File: src/rtl/hazard_ctrl_if.sv
// Pipeline hazard control bundle: hazard inputs from ID/EX/MEM and the
// resulting pipeline-register enables, flushes and debug/perf outputs.
interface hazard_ctrl_if #(
  parameter int CNT_W = 16
) ();
  logic [4:0]       id_rs1;
  logic [4:0]       id_rs2;
  logic             id_uses_rs1;
  logic             id_uses_rs2;
  logic [4:0]       ex_rd;
  logic             ex_mem_read;
  logic             ex_branch_taken;
  logic             mem_req;
  logic             mem_ready;
  logic             pc_we;
  logic             ifid_we;
  logic             ifid_flush;
  logic             idex_flush;
  logic             pipe_hold;
  logic             mem_error;
  logic [CNT_W-1:0] stall_cnt;
  logic [CNT_W-1:0] flush_cnt;
  logic [1:0]       state;

  modport master (
    output id_rs1, id_rs2, id_uses_rs1, id_uses_rs2, ex_rd, ex_mem_read,
           ex_branch_taken, mem_req, mem_ready,
    input  pc_we, ifid_we, ifid_flush, idex_flush, pipe_hold, mem_error,
           stall_cnt, flush_cnt, state
  );

  modport slave (
    input  id_rs1, id_rs2, id_uses_rs1, id_uses_rs2, ex_rd, ex_mem_read,
           ex_branch_taken, mem_req, mem_ready,
    output pc_we, ifid_we, ifid_flush, idex_flush, pipe_hold, mem_error,
           stall_cnt, flush_cnt, state
  );
endinterface

File: src/rtl/hazard_ctrl.sv
// Pipeline hazard controller: Mealy stall/flush/hold decisions from load-use,
// taken branches and data-memory waits, with a wait-timeout FSM and perf counters.
module hazard_ctrl #(
  parameter int MEM_TIMEOUT = 16,
  parameter int CNT_W       = 16
) (
  input logic          clk,
  input logic          reset,
  hazard_ctrl_if.slave hz
);

  typedef enum logic [1:0] {
    ST_RUN      = 2'd0,
    ST_MEM_WAIT = 2'd1,
    ST_ERROR    = 2'd2
  } state_t;

  typedef enum logic [2:0] {
    ACT_NORMAL = 3'd0,
    ACT_BUBBLE = 3'd1,
    ACT_BRANCH = 3'd2,
    ACT_FREEZE = 3'd3,
    ACT_RESET  = 3'd4
  } act_t;

  localparam logic [7:0]       WAIT_LAST = 8'(MEM_TIMEOUT - 1);
  localparam logic [CNT_W-1:0] CNT_MAX   = '1;
  localparam logic [CNT_W-1:0] CNT_ONE   = CNT_W'(1);

  state_t           r_state;
  state_t           w_state_nxt;
  logic [7:0]       r_wait_cnt;
  logic [7:0]       w_wait_nxt;
  logic             r_mem_error;
  logic             w_err_set;
  logic [CNT_W-1:0] r_stall_cnt;
  logic [CNT_W-1:0] r_flush_cnt;
  act_t             w_act;
  logic             w_load_use;
  logic             w_mem_stall;
  logic             w_pc_we;
  logic             w_ifid_we;
  logic             w_ifid_flush;
  logic             w_idex_flush;
  logic             w_pipe_hold;

  // Branch outranks load-use: the ID instruction is squashed anyway.
  function automatic act_t resolve_act(input logic branch, input logic load_use);
    act_t act;
    if (branch) begin
      act = ACT_BRANCH;
    end else if (load_use) begin
      act = ACT_BUBBLE;
    end else begin
      act = ACT_NORMAL;
    end
    return act;
  endfunction

  assign w_load_use = hz.ex_mem_read && (hz.ex_rd != 5'd0) &&
                      ((hz.id_uses_rs1 && (hz.id_rs1 == hz.ex_rd)) ||
                       (hz.id_uses_rs2 && (hz.id_rs2 == hz.ex_rd)));
  // A dropped mem_req ends the wait just like mem_ready.
  assign w_mem_stall = hz.mem_req && !hz.mem_ready;

  always_comb begin
    w_act       = ACT_FREEZE;
    w_state_nxt = r_state;
    w_wait_nxt  = r_wait_cnt;
    w_err_set   = 1'b0;
    if (reset) begin
      w_act       = ACT_RESET;
      w_state_nxt = ST_RUN;
      w_wait_nxt  = 8'd0;
    end else begin
      case (r_state)
        ST_RUN: begin
          if (w_mem_stall) begin
            w_act       = ACT_FREEZE;
            w_state_nxt = ST_MEM_WAIT;
            w_wait_nxt  = 8'd1;
          end else begin
            w_act = resolve_act(hz.ex_branch_taken, w_load_use);
          end
        end
        ST_MEM_WAIT: begin
          if (w_mem_stall) begin
            w_act      = ACT_FREEZE;
            w_wait_nxt = r_wait_cnt + 8'd1;
            if (r_wait_cnt == WAIT_LAST) begin
              w_state_nxt = ST_ERROR;
              w_err_set   = 1'b1;
            end else begin
              w_state_nxt = ST_MEM_WAIT;
            end
          end else begin
            w_act       = resolve_act(hz.ex_branch_taken, w_load_use);
            w_state_nxt = ST_RUN;
            w_wait_nxt  = 8'd0;
          end
        end
        ST_ERROR: begin
          w_act = ACT_FREEZE;
        end
        default: begin
          w_act       = ACT_FREEZE;
          w_state_nxt = ST_ERROR;
          w_err_set   = 1'b1;
        end
      endcase
    end
  end

  always_comb begin
    w_pc_we      = 1'b0;
    w_ifid_we    = 1'b0;
    w_ifid_flush = 1'b0;
    w_idex_flush = 1'b0;
    w_pipe_hold  = 1'b0;
    case (w_act)
      ACT_RESET: begin
        w_ifid_flush = 1'b1;
        w_idex_flush = 1'b1;
      end
      ACT_FREEZE: begin
        w_pipe_hold = 1'b1;
      end
      ACT_BRANCH: begin
        w_pc_we      = 1'b1;
        w_ifid_we    = 1'b1;
        w_ifid_flush = 1'b1;
        w_idex_flush = 1'b1;
      end
      ACT_BUBBLE: begin
        w_idex_flush = 1'b1;
      end
      ACT_NORMAL: begin
        w_pc_we   = 1'b1;
        w_ifid_we = 1'b1;
      end
      default: begin
        w_pipe_hold = 1'b1;
      end
    endcase
  end

  always_ff @(posedge clk) begin
    if (reset) begin
      r_state     <= ST_RUN;
      r_wait_cnt  <= 8'd0;
      r_mem_error <= 1'b0;
      r_stall_cnt <= '0;
      r_flush_cnt <= '0;
    end else begin
      r_state    <= w_state_nxt;
      r_wait_cnt <= w_wait_nxt;
      if (w_err_set) begin
        r_mem_error <= 1'b1;
      end
      if (!w_pc_we && (r_stall_cnt != CNT_MAX)) begin
        r_stall_cnt <= r_stall_cnt + CNT_ONE;
      end
      if ((w_act == ACT_BRANCH) && (r_flush_cnt != CNT_MAX)) begin
        r_flush_cnt <= r_flush_cnt + CNT_ONE;
      end
    end
  end

  assign hz.pc_we      = w_pc_we;
  assign hz.ifid_we    = w_ifid_we;
  assign hz.ifid_flush = w_ifid_flush;
  assign hz.idex_flush = w_idex_flush;
  assign hz.pipe_hold  = w_pipe_hold;
  assign hz.mem_error  = r_mem_error;
  assign hz.stall_cnt  = r_stall_cnt;
  assign hz.flush_cnt  = r_flush_cnt;
  assign hz.state      = r_state;

endmodule
File: src/flat_wrapper.sv
// flat-port wrapper written by rule: the top's interface ports become plain ports
module hazard_ctrl_flat 
#(
  parameter int MEM_TIMEOUT = 16,
  parameter int CNT_W       = 16
)
  (clk, reset, hz_id_rs1, hz_id_rs2, hz_id_uses_rs1, hz_id_uses_rs2, hz_ex_rd, hz_ex_mem_read, hz_ex_branch_taken, hz_mem_req, hz_mem_ready, hz_pc_we, hz_ifid_we, hz_ifid_flush, hz_idex_flush, hz_pipe_hold, hz_mem_error, hz_stall_cnt, hz_flush_cnt, hz_state);
  hazard_ctrl_if #(.CNT_W(CNT_W)) hz_i ();
  input logic clk;
  input logic reset;
  input wire logic [$bits(hz_i.id_rs1)-1:0] hz_id_rs1;
  input wire logic [$bits(hz_i.id_rs2)-1:0] hz_id_rs2;
  input wire logic [$bits(hz_i.id_uses_rs1)-1:0] hz_id_uses_rs1;
  input wire logic [$bits(hz_i.id_uses_rs2)-1:0] hz_id_uses_rs2;
  input wire logic [$bits(hz_i.ex_rd)-1:0] hz_ex_rd;
  input wire logic [$bits(hz_i.ex_mem_read)-1:0] hz_ex_mem_read;
  input wire logic [$bits(hz_i.ex_branch_taken)-1:0] hz_ex_branch_taken;
  input wire logic [$bits(hz_i.mem_req)-1:0] hz_mem_req;
  input wire logic [$bits(hz_i.mem_ready)-1:0] hz_mem_ready;
  output wire logic [$bits(hz_i.pc_we)-1:0] hz_pc_we;
  output wire logic [$bits(hz_i.ifid_we)-1:0] hz_ifid_we;
  output wire logic [$bits(hz_i.ifid_flush)-1:0] hz_ifid_flush;
  output wire logic [$bits(hz_i.idex_flush)-1:0] hz_idex_flush;
  output wire logic [$bits(hz_i.pipe_hold)-1:0] hz_pipe_hold;
  output wire logic [$bits(hz_i.mem_error)-1:0] hz_mem_error;
  output wire logic [$bits(hz_i.stall_cnt)-1:0] hz_stall_cnt;
  output wire logic [$bits(hz_i.flush_cnt)-1:0] hz_flush_cnt;
  output wire logic [$bits(hz_i.state)-1:0] hz_state;
  assign hz_i.id_rs1 = hz_id_rs1;
  assign hz_i.id_rs2 = hz_id_rs2;
  assign hz_i.id_uses_rs1 = hz_id_uses_rs1;
  assign hz_i.id_uses_rs2 = hz_id_uses_rs2;
  assign hz_i.ex_rd = hz_ex_rd;
  assign hz_i.ex_mem_read = hz_ex_mem_read;
  assign hz_i.ex_branch_taken = hz_ex_branch_taken;
  assign hz_i.mem_req = hz_mem_req;
  assign hz_i.mem_ready = hz_mem_ready;
  assign hz_pc_we = hz_i.pc_we;
  assign hz_ifid_we = hz_i.ifid_we;
  assign hz_ifid_flush = hz_i.ifid_flush;
  assign hz_idex_flush = hz_i.idex_flush;
  assign hz_pipe_hold = hz_i.pipe_hold;
  assign hz_mem_error = hz_i.mem_error;
  assign hz_stall_cnt = hz_i.stall_cnt;
  assign hz_flush_cnt = hz_i.flush_cnt;
  assign hz_state = hz_i.state;
  hazard_ctrl #(.MEM_TIMEOUT(MEM_TIMEOUT), .CNT_W(CNT_W)) u_core (.clk(clk), .reset(reset), .hz(hz_i));
endmodule
File: config.mk
export PLATFORM = sky130hd
export DESIGN_NAME = hazard_ctrl_flat
export DESIGN_NICKNAME = d
export VERILOG_FILES = /design/src/rtl/hazard_ctrl_if.sv /design/src/rtl/hazard_ctrl.sv /design/src/flat_wrapper.sv
export SDC_FILE = /design/constraint.sdc
export NUM_CORES = 1
export LEC_CHECK = 0
export CAP_MARGIN = 30
export CORE_UTILIZATION = 40
export DETAILED_ROUTE_END_ITERATION = 8
export HOLD_SLACK_MARGIN = 0.05
export PLACE_DENSITY = 0.71
export SLEW_MARGIN = 20
export SYNTH_ARGS = -nofsm -noshare
export SYNTH_HDL_FRONTEND = slang
export SYNTH_SLANG_ARGS = --single-unit
export TNS_END_PERCENT = 30
File: constraint.sdc
create_clock -name clk -period 2.3 [get_ports clk]
set_input_delay 0.46 -clock clk [delete_from_list [all_inputs] [get_ports clk]]
set_output_delay 0.46 -clock clk [all_outputs]
set_load 0.02 [all_outputs]
==> results_dict.tcl, run 1 <==
set metrics [dict create \
    clock-root-buffer "clkbuf_8" \
    n_antenna_cell 0 \
    synthCells 276 \
    hold_viol 0 \
    synth.area.top_cells "dfxtp_1, nor2_1, xor2_1" \
    synth_common_cells "nor2_1, dfxtp_1, nand2_1" \
    synth_top_area_cell "dfxtp_1" \
    die_area_mm2 0.005893 \
    track_usage 0.1947 \
    vias 2274 \
    violations "setup timing" \
    cts.clk_slew.worst_paths_ns 0.08 \
    layout_setup_ws_ns -0.00005829 \
    finalSetupTns_ns -0.00005829 \
    post-route-min-period_ns 2.300 \
    drv_cap 0 \
    clock.fmax_mhz 434.8 \
    row_count 26 \
    cts_tree "yes" \
    antenna_found_initial 0 \
    path_max_fanout 4 \
    synthesis.nets 302 \
    grt_max_degree 32 \
    core_mm2 0.005238 \
    grt_pass1_wl_mm 9.528 \
    min_path_type "reg -> reg" \
    die_w_um 76.77 \
    drc 0 \
    fin_crit_sh 1.000 \
    dp_hpwl_mm 3.998 \
    fin_nets 385 \
    timing.slew.headroom 0.6572 \
    power.leakage_uw 0.001190 \
    place.gp.congestion 0.8111 \
    finalWirelength_mm 5.559 \
    clock_latency_ns 0.29 \
    h-tree-depth 2 \
    powerDensity_mw_per_mm2 467.9 \
    grt_setup_unrepaired "true" \
    drt_iter0_markers 138 \
    hold_slack_ns 0.4993 \
    synth_area_mm2 0.002236 \
    status "complete, but fails checks" \
    tightest_slew_ns 0.5095 \
    layout.cells.non_filler 430 \
    hp-start "u_core.hz.mem_error" \
    utilization 0.6120 \
    fillers 472 \
    netlist.area_leader.share 0.3850 \
    drive_above_1_share 0.1556 \
    die_y_um 76.77 \
    gr-total-overflow 0 \
    portBuffers 62 \
    endpoint_kind "output pin" \
    ant_nets 0 \
    avgSynthCellArea_um2 8.101 \
    io_pins 63 \
    post-synth-top-count-cell "nor2_1" \
    setup_viol 1 \
    clkSinkCount 43 \
    worstSetupPathType "in -> out" \
    synth-async-reset-ratio 0 \
    rr_startpoint "u_core.hz.stall_cnt[0]" \
    yosys_most_used_dff "dfxtp_1" \
    synth-edff-count 0 \
    synth_seq_area_share 0.3850 \
    via_per_inst 5.288 \
    ys_ff_latch 43 \
    firstDrtPassIters 4 \
    cts_buffers 5 \
    cts_hold_buf 0 \
    yosysUniqueCellTypes 44 \
    fin_worst_skew_ns 0.006173 \
    vdd_drop_max_uv 282.1 \
    syn2layout_area_growth_pct 43.37 \
    synth_warnings 0 \
    dp.cells 419 \
    wl_per_cell_um 12.93 \
    crit_arrival_ns 1.84 \
    grt_pass1_vias 2126 \
    cp.required_ns 1.84 \
    cp-start-kind "primary input" \
    cts_buffer_depth 2 \
    power_uw 1500 \
    initial_core_util 0.4269 \
    startpoint "hz_ex_rd[3]" \
    drv_slew 0 \
]
[power breakdown]
part | internal [uW] | leakage, uW | switching, uW
combinational | 109 | 0.000792 | 97.7
sequential | 753 | 0.000347 | 11.6
clock | 274 | 0.0000515 | 254
[layout by cell type, fill, tap and decap left out, types with 5 or more instances in the layout]
cell / instances
clkbuf_8: 7
a21oi_1: 18
dlymetal6s2s_1: 5
dfxtp_1: 43
and3_1: 5
o21ai_0: 13
or3_1: 8
nor2_1: 44
clkdlybuf4s50_1: 47
buf_4: 23
nor3_1: 6
nand4_1: 14
nand3_1: 14
xnor2_1: 11
nand2_1: 24
xor2_1: 14
[state kept, by name (all words and copies together), names as in the netlist]
signal / flops
u_core.hz.flush_cnt: 16
u_core.hz.mem_error: 1
u_core.hz.stall_cnt: 16
u_core.hz.state: 2
u_core.r_wait_cnt: 8
[logic make-up after synthesis]
kind of cell / after synthesis / synth area share
compound gates: 50 / 0.1477
xor+xnor: 26 / 0.1018
fa+ha+maj: 3 / 0.01679
buf+inv: 17 / 0.03525
flops: 43 / 0.3850
mux: 3 / 0.01399
simple gates: 134 / 0.2994
[layout make-up]
| type | count | area [um^2] | area share |
|---|---|---|---|
| multi-input combinational | 216 | 1328 | 0.4141 |
| sequential | 43 | 860.8 | 0.2685 |
| timing repair buffer | 87 | 807.0 | 0.2518 |
| clock buffer | 8 | 100.1 | 0.03123 |
| tap | 70 | 87.58 | 0.02732 |
| inverter | 6 | 22.52 | 0.007026 |
[final timing paths]
| kind | to | slack, ns | cells after the start |
|---|---|---|---|
| worst min register to register | u_core.hz.mem_error | 0.50 | 2 |
| worst max register to register | u_core.hz.stall_cnt[2] | 0.27 | 7 |
| worst min-delay path | u_core.hz.mem_error | 0.50 | 2 |
| worst max-delay path | hz_idex_flush | -0.00006 | 7 |
[metrics by stage]
stage	setup slack, ns	instance area (um^2)
CTS	0.0007716	3164
global placement	-0.8161	3053
finish	-0.00005829	3206
global route	-0.04380	3206
detailed placement	-0.8407	3053
floorplan	0.1181	2236
[worst max-delay path, cell delays in order]
cell and delay, ns:
buf_6 0.09, or4_4 0.54, o211ai_4 0.19, inv_2 0.07
a21boi_4 0.26, a21oi_2 0.10, buf_6 0.14
[timing repair]
| item | 4_1_cts | 5_1_grt |
|---|---|---|
| resized for setup | 38 | 11 |
| endpoints found under the setup margin | 6 | 8 |
| buffers inserted | 2 | 1 |
| pin swaps | 5 | 11 |
[metal layers]
metal,part of all wire,GRT usage
met3,0.058,0.05000
met2,0.46,0.3259
met5,0,0
met1,0.47,0.2438
met4,0.0090,0.05769
No activity file was read; power rests on OpenSTA's default activity.
==> run 2: changes to the inputs <==
--- a/config.mk
+++ b/config.mk
@@ -6,11 +6,12 @@
 export NUM_CORES = 1
 export LEC_CHECK = 0
 export CAP_MARGIN = 30
+export CORE_MARGIN = 5
 export CORE_UTILIZATION = 40
 export DETAILED_ROUTE_END_ITERATION = 8
 export HOLD_SLACK_MARGIN = 0.05
-export PLACE_DENSITY = 0.71
-export SLEW_MARGIN = 20
+export PLACE_DENSITY = 0.73
+export SLEW_MARGIN = 40
 export SYNTH_ARGS = -nofsm -noshare
 export SYNTH_HDL_FRONTEND = slang
 export SYNTH_SLANG_ARGS = --single-unit
==> constraint.sdc (replaced) <==
create_clock -name clk -period 1.9 [get_ports clk]
set_input_delay 0.38 -clock clk [delete_from_list [all_inputs] [get_ports clk]]
set_output_delay 0.38 -clock clk [all_outputs]
set_load 0.02 [all_outputs]
==> run 2 against run 1 <==
Against the previous run: the run still ends with setup timing left; non-clock buffer count up 36; routed wire length grew 21%; setup slack worse by 0.15 ns; critical endpoint unchanged.
==> results_dict.tcl, run 2 (same netlist as run 1, synthesis figures left out) <==
set metrics [dict create \
    cp.required_ns 1.52 \
    worstSetupPathType "in -> out" \
    path_cells "buf_6, or4_4, o211ai_2, inv_2, a21boi_4, a21oi_2, buf_6" \
    drv_slew 0 \
    grt_setup_unrepaired "true" \
    h-tree-depth 2 \
    p_switching_uw 461.0 \
    switching_share 0.2471 \
    final_common_cell "buf_4" \
    crit_path_frequent_cell "buf_6" \
    powerDensity_mw_per_mm2 514.1 \
    grt_use_met2 0.3018 \
    io_pins 63 \
    n_antenna_cell 0 \
    cp-start-kind "primary input" \
    utilization 0.6630 \
    combPwrFrac 0.163 \
    place.gp.congestion 0.8414 \
    path_max_fanout 4 \
    finalWirelength_mm 6.738 \
    status "complete, but fails checks" \
    drive_above_1_share 0.3131 \
    core_mm2 0.005473 \
    antenna_found_initial 0 \
    drc 0 \
    power_uw 1865 \
    gr-total-overflow 0 \
    drt_iter0_markers 79 \
    cp_slowest_cell "or4_4" \
    power.internal_uw 1404 \
    clock-root-buffer "clkbuf_8" \
    use_met1 0.2254 \
    finalSetupTns_ns -0.4915 \
    violations "setup timing" \
    die_y_um 84.77 \
    post-route-min-period_ns 2.050 \
    seq_area_um2 872.1 \
    row_count 27 \
    cts_buffer_depth 2 \
    vdd_drop_max_uv 366.1 \
    die_w_um 84.77 \
    cts.clk_slew.worst_paths_ns 0.08 \
    critPathTopFamily "simple AND/OR/NAND/NOR gates" \
    dp_hpwl_mm 4.525 \
    hold_viol 0 \
    fillers 483 \
    ant_nets 0 \
    endpoint_kind "output pin" \
    timing.slew.headroom 0.7211 \
    cp_slowest_stage_delay_ns 0.52 \
    firstDrtPassIters 4 \
    clkSinkCount 43 \
    grt_pass1_vias 2397 \
    syn2layout_area_growth_pct 62.28 \
    min_path_type "reg -> reg" \
    grt_max_degree 21 \
    vias 2447 \
    power.leakage_uw 0.001441 \
    crit_arrival_ns 1.67 \
    wl_per_cell_um 14.40 \
    tightest_slew_ns 0.4152 \
    design_area_mm2 0.003628 \
    share_seq_of_total_power 0.496 \
    cts_hold_buf 0 \
    met3_usage 0.04122 \
    via_per_inst 5.229 \
    fin_worst_skew_ns 0.003961 \
    track_usage 0.1805 \
    cts_buffers 5 \
    multiInputGateArea_mm2 0.001495 \
    die_area_mm2 0.007185 \
    fin_nets 421 \
    clock.fmax_mhz 487.9 \
    cts_tree "yes" \
    clkPwrFrac 0.341 \
    drv_cap 0 \
    setup_viol 5 \
    grt_pass1_wl_mm 10.84 \
    critPathBufInv 3 \
    portBuffers 62 \
    clock_latency_ns 0.29 \
    place_area_mm2 0.003326 \
    fin_crit_sh 1.079 \
    layout_setup_ws_ns -0.1496 \
    layout_common_cells "buf_4, nor2_1, clkdlybuf4s50_1" \
    grt_busiest_layer "met2" \
    initial_core_util 0.4086 \
]
==> run 2: metal layers <==
metal  vias up  routed length [um]  part of all wire
met5         -                   0                 0
met4         0                 129             0.019
met3        12                 367             0.054
met2        72                3221              0.48
met1      1139                3019              0.45
li1       1224                   -                 -
==> run 2: power groups by stage <==
| stage | clock (uW) | combinational [uW] | sequential [uW] |
|---|---|---|---|
| after floorplan | 0 | 111 | 957 |
| after global placement | 0 | 268 | 942 |
| after detailed placement | 0 | 273 | 944 |
| after CTS | 653 | 281 | 922 |
| after global routing | 689 | 329 | 927 |
| final | 636 | 304 | 925 |
==> run 2: worst paths after layout <==
kind / cells past startpoint / to / slack, ns / start
setup / recovery: 7 / hz_idex_flush / -0.15 / hz_ex_rd[4]
hold / removal: 2 / u_core.hz.mem_error / 0.50 / u_core.hz.mem_error
setup reg to reg: 8 / u_core.hz.stall_cnt[2] / 0 / u_core.hz.stall_cnt[0]
hold reg to reg: 2 / u_core.hz.mem_error / 0.50 / u_core.hz.mem_error
==> run 2: worst register-to-register path: stages, from the launching register on <==
cell      delay [ns]
dfxtp_2         0.37
ha_4            0.15
nand4_1         0.16
nor4_4          0.24
buf_4           0.19
nor2_4          0.04
a21oi_4         0.20
nand2b_4        0.16
mux2_4          0.29
==> run 2: final cells by class <==
type,count,area share
well taps,72,0.02483
clock buffers,8,0.02759
flip-flops and latches,43,0.2403
repair buffers,123,0.2890
multi-input cells,216,0.4121
inverters,6,0.006207
==> run 2: repair_timing <==
action | 4_1_cts | 5_1_grt
pin swaps | 23 | 15
buffers inserted | 5 | 3
hold endpoints to repair | 0 | 0
gates cloned | 0 | 1
setup endpoints to repair | 28 | 30
resized for setup | 73 | 32
==> run 2: through the flow <==
stage / worst slack, ns / hold slack (ns) / instances
after CTS: -0.1858 / 0.4968 / 465
after global placement: -1.050 / 0.4668 / 454
final: -0.1496 / 0.4967 / 468
after global routing: -0.2415 / 0.5140 / 468
after floorplan: -0.08364 / 0.4427 / 276
after detailed placement: -1.053 / 0.4748 / 454
